## config.mk

```make
export PLATFORM = sky130hd
export DESIGN_NAME = rr_mux
export DESIGN_NICKNAME = d
export VERILOG_FILES = /design/src/rtl/rr_mux.sv
export SDC_FILE = /design/constraint.sdc
export NUM_CORES = 1
export LEC_CHECK = 0
export BUFFER_PORTS_ARGS = -buffer_cell sky130_fd_sc_hd__buf_2
export CAP_MARGIN = 10
export CELL_PAD_IN_SITES_DETAIL_PLACEMENT = 2
export CELL_PAD_IN_SITES_GLOBAL_PLACEMENT = 2
export CORE_ASPECT_RATIO = 1.5
export CORE_MARGIN = 8
export CORE_UTILIZATION = 24
export CTS_BUF_LIST = sky130_fd_sc_hd__clkbuf_8
export DETAILED_ROUTE_END_ITERATION = 7
export PLACE_DENSITY_LB_ADDON = 0.05
export SYNTH_ARGS = -nofsm -noshare
export SYNTH_HDL_FRONTEND = slang
export SYNTH_SLANG_ARGS = --single-unit
```

## constraint.sdc

```tcl
create_clock -name clk -period 2.4 [get_ports clk]
set_clock_uncertainty 0.05 [all_clocks]
set_input_delay 0.24 -clock clk [delete_from_list [all_inputs] [get_ports clk]]
set_output_delay 0.24 -clock clk [all_outputs]
set_load 0.02 [all_outputs]
```

## src/rtl/rr_mux.sv

```systemverilog
// rr_mux: N-to-1 registered mux with internal round-robin grant; RR_MUX_FIXED_PRIO_EN selects fixed lowest-index priority.
// Latency: 1 cycle from input transfer to out_valid; 1 word/cycle when out_ready stays high.
// Backpressure: single output register, no skid; in_ready is all zeros while the held word is stalled.
module rr_mux #(
  parameter int N = 4,
  parameter int W = 8,
  localparam int SW = (N > 1) ? $clog2(N) : 1
) (
  input  logic           clk,
  input  logic           rst,
  input  logic [N-1:0]   in_valid,
  output logic [N-1:0]   in_ready,
  input  logic [N*W-1:0] in_data,
  output logic           out_valid,
  input  logic           out_ready,
  output logic [W-1:0]   out_data,
  output logic [SW-1:0]  out_sel
);

  logic [W-1:0]  ch [N];
  logic [SW-1:0] ptr;
  logic [SW-1:0] gnt;
  logic          gnt_vld;
  logic          load_en;
  int            pos;

  for (genvar i = 0; i < N; i++) begin : g_unpack
    assign ch[i] = in_data[i*W +: W];
  end

  // Search from ptr upward with wrap; first valid channel wins.
  always_comb begin
    load_en  = !out_valid || out_ready;
    gnt_vld  = 1'b0;
    gnt      = '0;
    in_ready = '0;
    pos      = 0;
    for (int k = 0; k < N; k++) begin
      pos = int'(ptr) + k;
      if (pos >= N) pos = pos - N;
      if (!gnt_vld && in_valid[pos[SW-1:0]]) begin
        gnt_vld = 1'b1;
        gnt     = pos[SW-1:0];
      end
    end
    if (load_en && gnt_vld && !rst) in_ready[gnt] = 1'b1;
  end

  always_ff @(posedge clk or posedge rst) begin
    if (rst) begin
      out_valid <= 1'b0;
      out_data  <= '0;
      out_sel   <= '0;
    end else if (load_en) begin
      out_valid <= gnt_vld;
      if (gnt_vld) begin
        out_data <= ch[gnt];
        out_sel  <= gnt;
      end
    end
  end

`ifdef RR_MUX_FIXED_PRIO_EN
  assign ptr = '0;
`else
  always_ff @(posedge clk or posedge rst) begin
    if (rst) begin
      ptr <= '0;
    end else if (load_en && gnt_vld) begin
      ptr <= (gnt == SW'(N - 1)) ? '0 : gnt + 1'b1;
    end
  end
`endif

endmodule

```

# Yosys cells after proc, flatten, opt, wreduce, memory -nomap -nowiden
# Index checks and enable logic that the tools add are counted.
# classes
multipliers	0
n_reduce_logical	13
magnitude_cmp	11
div	0
n_mux	27
shifts	0
eq_ne	1
addsub	8
n_bitwise	1
# op_table
op	n
2-bit two-way mux	9
8-bit binary-select mux with 2-bit select	1
8-bit two-way mux	2
2-bit by 3-bit < comparator with 1-bit output, second input constant	5
3-bit >= comparator, second input constant	4
1-bit two-way mux	9
1-bit binary-select mux with 2-bit select	4
2-bit by 1-bit subtractor with 2-bit output, second input constant	4
2-bit by 2-bit adder with 3-bit output, second input constant	2
1-bit logical AND	6
1-bit zero test	5
4-bit two-way mux	1
2-bit by 1-bit adder with 3-bit output, second input constant	1
2-bit by 3-bit >= comparator with 1-bit output, second input constant	1
2-bit NOT with 3-bit output	1
2-bit by 1-bit adder with 2-bit output, second input constant	1
1-bit demux with 2-bit select	1
2-bit == test, second input constant	1
2-bit by 1-bit >= comparator with 1-bit output, second input constant	1
2-bit AND reduction	1
1-bit logical OR	1
# totals
out_inout_bits	15
word_cells	65
rom_bits	0
register_bits	13
input_bits	39
latch_bits	0
ramBits	0
mem_count	0

# Longest topological paths before layout
# Gate-level depths: netlist of the first run.
# depth
word_depth	19
mapped_depth	9
ltp_nobuf	7

# Worst setup path after synthesis of the first run
# OpenSTA, ideal clock, no wires.
# synth_timing
path_kind	flip-flop to output port
from	register ptr[0]
to	output port in_ready[3]
arrival_time_ns	1.576
stages_incl_launch_ff	9
path_slack_ns	0.534
n_path_buf	2
required_ns	2.110
path_cell_list	dfrtp_1 nor2b_2 a21oi_1 a31oi_1 buf_6 buf_12 inv_1 ha_1 and3_1
# synth_via
elab_chain_len	19
elab_cells_between_ends	45
cone_classes	add/sub (7); order compare (6); mux (23); reduce/logical (9)
# synth_lines
item	line_no	rtl
from (decl)	21	logic [SW-1:0] ptr;
from (signal assigned)	70	ptr <= (gnt == SW'(N - 1)) ? '0 : gnt + 1'b1;
branches (longest 13 deep; another with 2-bit by 1-bit adder with 3-bit output)	n/a	
2-bit two-way mux *	41	if (!gnt_vld && in_valid[pos[SW-1:0]]) begin
via gnt[0]	22	logic [SW-1:0] gnt;
2-bit by 3-bit < comparator with 1-bit output (implied by the code) / 2-bit by 1-bit >= comparator with 1-bit output (equally long branches)	46	if (load_en && gnt_vld && !rst) in_ready[gnt] = 1'b1;
1-bit logical AND (implied by the code)	46	
1-bit two-way mux (implied by the code)	46	
1-bit demux with 2-bit select *	46	
4-bit two-way mux *	46	
to (decl)	12	output logic [N-1:0] in_ready,
# Mark *: on every way through the listed nets, which the timed path passes. The select of a mux whose other input is x is not followed.

# Final worst setup path of the first run
# layout_timing
from	register ptr[1]
to	output port in_ready[3]
# The elaborated chain is that of the path after synthesis.

==> reports/metrics.cfg, run 1 <==
[detailed_routing]
drt_iter0_markers=7
drt-total-wl_mm=3.17
viasPerCell=4.83
ant_nets=0
drtPass1Iterations=2
vias=923
drc_errors=0
wl_per_cell_um=16.6

[synthesis]
synth_cell_types=25
postSynthCellCount=91
synth-edff-count=0
ys_warn_count=0
syn-num-nets=134
synth_seq_area_share_pct=36.1
synth_area_sq_um=901
synth_area_leaders=dfrtp_1 (36%), mux2i_1 (18%), o221ai_1 (7.8%)
synth_common_cells=nand2_1 (18), mux2i_1 (16), dfrtp_1 (13), o221ai_1 (8), inv_1 (6)
synth_ff_type=dfrtp_1
syn_area_per_cell_sq_um=9.90
yosysMostFrequentCell=nand2_1
yosysTopAreaCell=dfrtp_1
synth_seq_cells=13
async_flop_share_pct=100
synthDominantCellAreaShare_pct=36.1

[setup_path]
worstSetupStartpointType=flop
cp.arrival_ns=1.90
end_kind=primary output
cp.required_ns=2.11
worst-setup-path-type=reg2out
path_max_fanout=7

[placed_design]
dp_hpwl_mm=2.69
place_inst=187
io_buffers=53
placed_cell_area_sq_um=1210
place_congestion=0.725

[power_and_ir_drop]
ir_drop_mv=0.514
total_power_mw=1.22
cellLeakagePower_nw=0.722
power_density_nw_per_um2=971

[status]
status=finished, final reports clean

[clocking]
cts_resized=0
clock-sinks=13
clkTransAtPathRegs_ns=0.06
clock_latency_ns=0.24
ctsHoldBuffers=0
cts_tree=yes
post-cts-setup-buffers=0
clock-root-buffer=clkbuf_8
cts_max_level=1
cts_made_buffers=3
cts_buffer_depth=2

[sta]
slew_violations=0
whs_ns=0.0497
slew_headroom_pct=58.0
timing.final.crit_share_pct=91.2
rsz0062_at_grt=false
fmax_ghz=0.457
setup_violations=0
setup_tns_ns=0
fin_crit_ns=2.19
worst_pin_slew_ns=0.630
final_hold_viol_count=0

[grt]
grt_max_degree=17
antenna_found_initial=0
grt_overflow=0
grt_pass1_wl_mm=5.33
grt_pass1_vias=1144
grtUsageTotal_pct=11.2

[layout]
diodes=0
fin_cells=191
n_fill_cell=433
fin_nets=192
finalInstanceArea_sq_um=1260
area_delta_synth_final_pct=39.7
drive_above_1_share_pct=45.9

[floorplanning]
row_count=27
dieHeight_um=91.0
io_pins=54
coreArea_sq_um=3650
dieArea_sq_um=6010
start_util_pct=24.7
die_w_um=66.0

[hold_path]
hold_path_class=in2async

[job]
cap_violations=0

==> cells in the final DEF (no fill, tap or decap) <==
cell type  instances
buf_2             53
nor4_2             1
nand2_2            1
a31oi_2            1
o21ai_0            1
nor2_2             1
a21boi_1           1
clkbuf_8           3
clkinv_2           1
nor2_1             1
nor3_1             1
nor2b_4            1
inv_1              6
mux2i_1           16
ha_1               4
a21o_1             2
nand2_1           18
a21oi_1            3
nor2b_2            2
dfrtp_1           13
nor4_1             1
a211oi_1           1
o221ai_1           8
buf_4              3
o32ai_2            1
and3_1             4
==> state kept, by name, indices dropped and copies added, names as in the netlist <==
register / flops
out_data: 8
out_sel: 2
out_valid: 1
ptr: 2
==> per-stage QoR <==
step / setup slack [ns] / utilization (%)
3_3_place_gp: 0.465 / 33.2
4_1_cts: 0.182 / 34.5
5_1_grt: 0.0390 / 34.5
3_5_place_dp: 0.383 / 33.2
6_report: 0.212 / 34.5
2_1_floorplan: 0.534 / -
==> logic make-up (layout without fill, tap and decap cells) <==
family	Yosys count	after routing	share of synthesized area [%]
multiplexers	16	16	17.8
AO/OA/AOI/OAI	18	18	15.8
buffers and inverters	9	66	6.53
AND/OR/NAND/NOR	31	31	18.2
adder cells (fa/ha/maj)	4	4	5.56
flip-flops	13	13	36.1
==> report_power, final <==
| part | switching [mW] | total [mW] | internal (mW) |
|---|---|---|---|
| clock network | 0.0846 | 0.199 | 0.115 |
| registers | 0.0704 | 0.379 | 0.309 |
| logic | 0.379 | 0.644 | 0.265 |
==> worst paths after layout <==
kind                               end  slack (ns)  cells after the start        start
min in group clk             out_valid        0.21                      3  in_valid[2]
max in group asynchronous  out_data[3]        2.08                      3          rst
max                        in_ready[3]        0.21                      6       ptr[1]
min reg2reg                 out_sel[0]        0.43                      1   out_sel[0]
max reg2reg                out_data[7]        0.44                      6       ptr[0]
min                          out_valid        0.05                      3          rst
==> per-layer routing <==
metal  wire length, um  share of wire [%]  vias to the layer above  global-route usage [%]
li1                  -                  -                      445                       -
met1              1160                 37                      442                    10.7
met2              1730                 55                       34                    21.1
met3               262                8.3                        2                    4.31
met4                15               0.47                        0                    2.68
met5                 0                  0                        -                       0
==> layout make-up <==
type	instances	area, sq um	area share [%]
tap	43	53.8	4.27
multi-input combinational	69	523	41.6
timing repair buffer	56	288	22.9
inverter	6	22.5	1.79
clock inverter	1	5.00	0.398
clock buffer	3	41.3	3.28
sequential	13	325	25.8
==> critical path, stage by stage (launching register included) <==
cell,delay [ns]
dfrtp_1,0.49
a21boi_1,0.12
o32ai_2,0.39
inv_1,0.15
ha_1,0.20
and3_1,0.15
buf_2,0.15
Note: power is estimated with default switching activity, not from simulation.
==> run 2, diff against run 1 <==
BUFFER_PORTS_ARGS = not set   (was -buffer_cell sky130_fd_sc_hd__buf_2)
CORE_UTILIZATION = 35   (was 24)
DONT_BUFFER_PORTS = 1   (was not set)
==> reports/metrics.cfg, run 2 (synthesis results as in run 1) <==
[layout]
final_cell_mix=nand2_1 (18), mux2i_1 (16), dfrtp_1 (13)
final_common_cell=nand2_1
fin_nets=139  ; -28%
drive_above_1_share_pct=13.7  ; -32 points
seqCellArea_sq_um=325  ; unchanged
multi_input_area_sq_um=523  ; unchanged
diodes=0  ; unchanged
area_delta_synth_final_pct=7.78
n_fill_cell=286  ; -34%
largestRegisters=out_data x8, out_sel x2, ptr x2
finalInstanceArea_sq_um=971  ; -23%
regMostFlops=out_data
largest_reg_flops=8  ; unchanged

[clocking]
cts_made_buffers=3  ; unchanged
cts_max_level=1  ; unchanged
clock_latency_ns=0.24  ; about the same
cts_tree=yes
post-cts-setup-buffers=0  ; unchanged
cts_buffer_depth=2  ; unchanged
clock-root-buffer=clkbuf_8
clock-sinks=13  ; unchanged
clkTransAtPathRegs_ns=0.06  ; about the same

[setup_path]
cp.required_ns=2.11  ; about the same
cp.arrival_ns=1.84  ; -0.06 ns
worst-setup-path-type=reg2out
end_kind=primary output
path_max_fanout=7  ; unchanged
regToRegEndpoint=out_data[4]
worstSetupStartpointType=flop
r2r-start=ptr[0]
r2r_setup_slack_ns=0.53  ; +0.09 ns
rr_worst_depth=6  ; unchanged

[detailed_routing]
drt-total-wl_mm=2.63  ; -17%
ant_nets=0  ; unchanged
wl_per_cell_um=22.1  ; +33%
drt_iter0_markers=10  ; +3
viasPerCell=6.09  ; +26%
vias=725  ; -21%
drtPass1Iterations=2  ; unchanged
drc_errors=0  ; unchanged

[power_and_ir_drop]
ir_drop_mv=0.475  ; -7.5%
power_density_nw_per_um2=1130  ; +17%
cellLeakagePower_nw=0.506  ; -30%

[sta]
setup_violations=0  ; unchanged
rsz0062_at_grt=false
fmax_ghz=0.471  ; +2.9%
setup_tns_ns=0  ; unchanged
fin_crit_ns=2.13  ; -0.0624 ns
slew_violations=0  ; unchanged
slew_headroom_pct=61.5  ; +3.5 points
final_hold_viol_count=0  ; unchanged
worst_pin_slew_ns=0.578  ; -0.0525 ns
timing.final.crit_share_pct=88.6  ; -2.6 points

[placed_design]
dp_hpwl_mm=2.21  ; -18%
placed_cell_area_sq_um=916  ; -24%
io_buffers=0  ; -100%
place_congestion=0.748  ; +3.2%

[floorplanning]
io_pins=54  ; unchanged
coreArea_sq_um=2450  ; -33%
die_w_um=57.4  ; -13%
row_count=22  ; -19%
start_util_pct=36.8  ; +12 points
dieHeight_um=78.1  ; -14%
dieArea_sq_um=4490  ; -25%

[grt]
grt_pass1_wl_mm=4.22  ; -21%
grt_pass1_vias=852  ; -26%
grt_max_degree=17  ; unchanged
grtUsageTotal_pct=11.9  ; +0.72 points
grt_overflow=0  ; unchanged
antenna_found_initial=0  ; unchanged

[hold_path]
hold_depth=2
hold_path_class=in2reg
min_from=in_valid[2]
whs_endpoint=out_valid

[status]
status=finished, final reports clean

[job]
cap_violations=0  ; unchanged

==> run 2: worst max-delay path: stages (launching register included) <==
cell,delay [ns]
dfrtp_1,0.49
a21boi_1,0.12
o32ai_2,0.38
inv_1,0.15
ha_1,0.21
and3_1,0.24
==> run 2: what timing repair did <==
item | in CTS | in global routing
gates resized for setup | 0 | 0
hold buffers | 1 | 0
hold endpoints to repair | 5 | 0
==> run 2: area by class of cell <==
class,count,share of cell area (%)
Inverter,6,2.32
Tap cell,24,3.09
Multi-Input combinational cell,69,53.9
Clock inverter,1,0.387
Clock buffer,3,4.25
Sequential cell,13,33.5
Timing Repair Buffer,3,2.58
==> run 2: per-layer routing <==
layer	vias up	share of wire (%)	track usage [%]
li1	337	-	-
met1	356	35	10.8
met2	30	57	23.4
met3	2	8.0	4.40
met4	0	0.23	3.02
met5	-	0	0
==> run 2: power breakdown <==
part / internal (mW) / total [mW] / switching [mW]
registers: 0.308 / 0.491 / 0.182
logic: 0.189 / 0.420 / 0.231
clock network: 0.113 / 0.189 / 0.0766
total: 0.610 / 1.10 / 0.490
==> run 2: how the worst max path moves through the flow <==
stage / from / endpoint / slack (ns) / cells after the start
floorplan: ptr[0] / in_ready[3] / 0.53 / 8
global placement: ptr[1] / in_ready[3] / 0.52 / 5
detailed placement: ptr[1] / in_ready[3] / 0.50 / 5
CTS: ptr[1] / in_ready[3] / 0.23 / 5
global route: ptr[1] / in_ready[3] / 0.16 / 5
finish: ptr[1] / in_ready[3] / 0.27 / 5
==> run 2: per-stage QoR <==
step / hold slack [ns] / utilization [%] / setup slack [ns] / power, mW / cells
after global placement: 0.0593 / 37.4 / 0.523 / 0.915 / 114
after detailed placement: 0.0564 / 37.4 / 0.500 / 0.932 / 114
final: 0.0930 / 39.6 / 0.275 / 1.10 / 119
after CTS: 0.0971 / 39.6 / 0.230 / 1.13 / 119
after global routing: 0.107 / 39.6 / 0.157 / 1.19 / 119
after floorplan: 0.0876 / - / 0.534 / 0.856 / 91
==> run 3, diff against run 2 <==
CORE_MARGIN = 1.5   (was 8)
==> reports/metrics.cfg, run 3 (synthesis results as in run 1) <==
[placed_design]
post-place-ws_ns=0.502  ; +0.00201 ns
dp_hpwl_mm=1.74  ; -21%
io_buffers=0  ; unchanged
placed_cell_area_sq_um=923  ; +0.82%
place_congestion=0.826  ; +10%

[floorplanning]
dieArea_sq_um=2890  ; -36%
io_pins=54  ; unchanged
start_util_pct=36.8  ; unchanged
die_w_um=44.4  ; -23%
row_count=22  ; unchanged
coreArea_sq_um=2450  ; unchanged
dieHeight_um=65.1  ; -17%

[sta]
setup_violations=0  ; unchanged
slew_headroom_pct=58.9  ; -2.6 points
fin_crit_ns=2.15  ; +0.0219 ns
worst_pin_slew_ns=0.616  ; +0.0384 ns
setup_ws_ns=0.253  ; -0.0219 ns
timing.final.crit_share_pct=89.5  ; +0.91 points
slew_violations=0  ; unchanged
rsz0062_at_grt=false
whs_ns=0.0928  ; -0.000179 ns
fmax_ghz=0.466  ; -1.0%
setup_tns_ns=0  ; unchanged
final_hold_viol_count=0  ; unchanged

[setup_path]
cp.required_ns=2.11  ; about the same
cp.arrival_ns=1.86  ; +0.02 ns
regToRegEndpoint=out_data[3]
end_kind=primary output
worst-setup-path-type=reg2out
r2r-start=ptr[0]
worstSetupStartpointType=flop
r2r_setup_slack_ns=0.56  ; +0.03 ns
rr_worst_depth=6  ; unchanged
path_max_fanout=5  ; -2

[clocking]
cts_buffer_depth=2  ; unchanged
clock-root-buffer=clkbuf_8
cts_tree=yes
clock_latency_ns=0.24  ; about the same
clock-sinks=13  ; unchanged
cts_max_level=1  ; unchanged
post-cts-setup-buffers=0  ; unchanged
cts_made_buffers=3  ; unchanged
clkTransAtPathRegs_ns=0.06  ; about the same

[detailed_routing]
drt-total-wl_mm=2.18  ; -17%
drtPass1Iterations=6  ; +4
drc_errors=2  ; +2
viasPerCell=6.16  ; +1.1%
ant_nets=0  ; unchanged
wl_per_cell_um=18.2  ; -18%
drt_iter0_markers=8  ; -2
vias=739  ; +1.9%

[status]
violations=DRC
status=complete, but fails checks

[grt]
grt-busiest-layer=met2
grt_overflow=0  ; unchanged
grtUsageTotal_pct=16.5  ; +4.6 points
met3_usage_pct=3.30  ; -1.1 points
use_met2_pct=30.7  ; +7.3 points
grt_pass1_wl_mm=3.56  ; -16%
grt_max_degree=18  ; +1
antenna_found_initial=0  ; unchanged
grt_pass1_vias=801  ; -6.0%
gr-usage-met1_pct=17.5  ; +6.7 points

[layout]
area_delta_synth_final_pct=8.61
regMostFlops=out_data
largest_reg_flops=8  ; unchanged
fin_nets=140  ; +0.72%
largestRegisters=out_data x8, out_sel x2, ptr x2
final_cell_mix=nand2_1 (18), mux2i_1 (16), dfrtp_1 (13)
final_common_cell=nand2_1
drive_above_1_share_pct=14.6  ; +0.90 points
diodes=0  ; unchanged
finalInstanceArea_sq_um=978  ; +0.77%

[job]
cap_violations=0  ; unchanged

[hold_path]
hold_path_class=in2reg
min_from=in_valid[2]
whs_endpoint=out_valid
hold_depth=2  ; unchanged

[power_and_ir_drop]
power_density_nw_per_um2=1130  ; about the same
cellLeakagePower_nw=0.510  ; +0.92%
ir_drop_mv=0.431  ; -9.3%

==> run 3: area by class of cell <==
type,count,area (sq um)
Inverter,6,22.5
Sequential cell,13,325
Clock buffer,3,41.3
Clock inverter,1,3.75
Fill cell,277,1470
Tap cell,24,30.0
Timing Repair Buffer,4,32.5
Multi-Input combinational cell,69,523
==> run 3: per-stage QoR <==
step / utilization [%] / power [mW] / std cells
after detailed placement: 37.7 / 0.936 / 115
after global placement: 37.7 / 0.916 / 115
after CTS: 39.9 / 1.14 / 120
after global routing: 39.9 / 1.20 / 120
after floorplan: - / 0.856 / 91
final: 39.9 / 1.11 / 120
==> run 3: worst max-delay path, stage by stage, from the launching register on <==
cell	delay [ns]
dfrtp_1	0.44
nor2b_2	0.17
a21oi_1	0.08
a31oi_2	0.35
inv_1	0.13
ha_1	0.21
and3_1	0.23
==> run 3: what timing repair did <==
item	CTS	global route
gates resized for setup	0	0
hold buffers	1	0
endpoints found under the hold margin	13	0
==> run 3: worst max path at each step <==
stage,start,endpoint,slack (ns),cells past startpoint
detailed placement,ptr[0],in_ready[3],0.50,6
CTS,ptr[0],in_ready[3],0.23,6
global route,ptr[0],in_ready[3],0.09,6
finish,ptr[0],in_ready[3],0.25,6
global placement,ptr[0],in_ready[3],0.53,6
floorplan,ptr[0],in_ready[3],0.53,8
==> run 3: power breakdown <==
group / leakage, nW / switching [mW] / total [mW] / internal, mW
registers: 0.156 / 0.177 / 0.486 / 0.308
clock network: 0.0269 / 0.0770 / 0.190 / 0.113
logic: 0.328 / 0.234 / 0.432 / 0.198
==> run 3: routing by layer <==
metal  wire [um]  vias up
met5           0        -
met4          11        0
met3         129        2
met2        1240       30
met1         807      368
li1            -      339
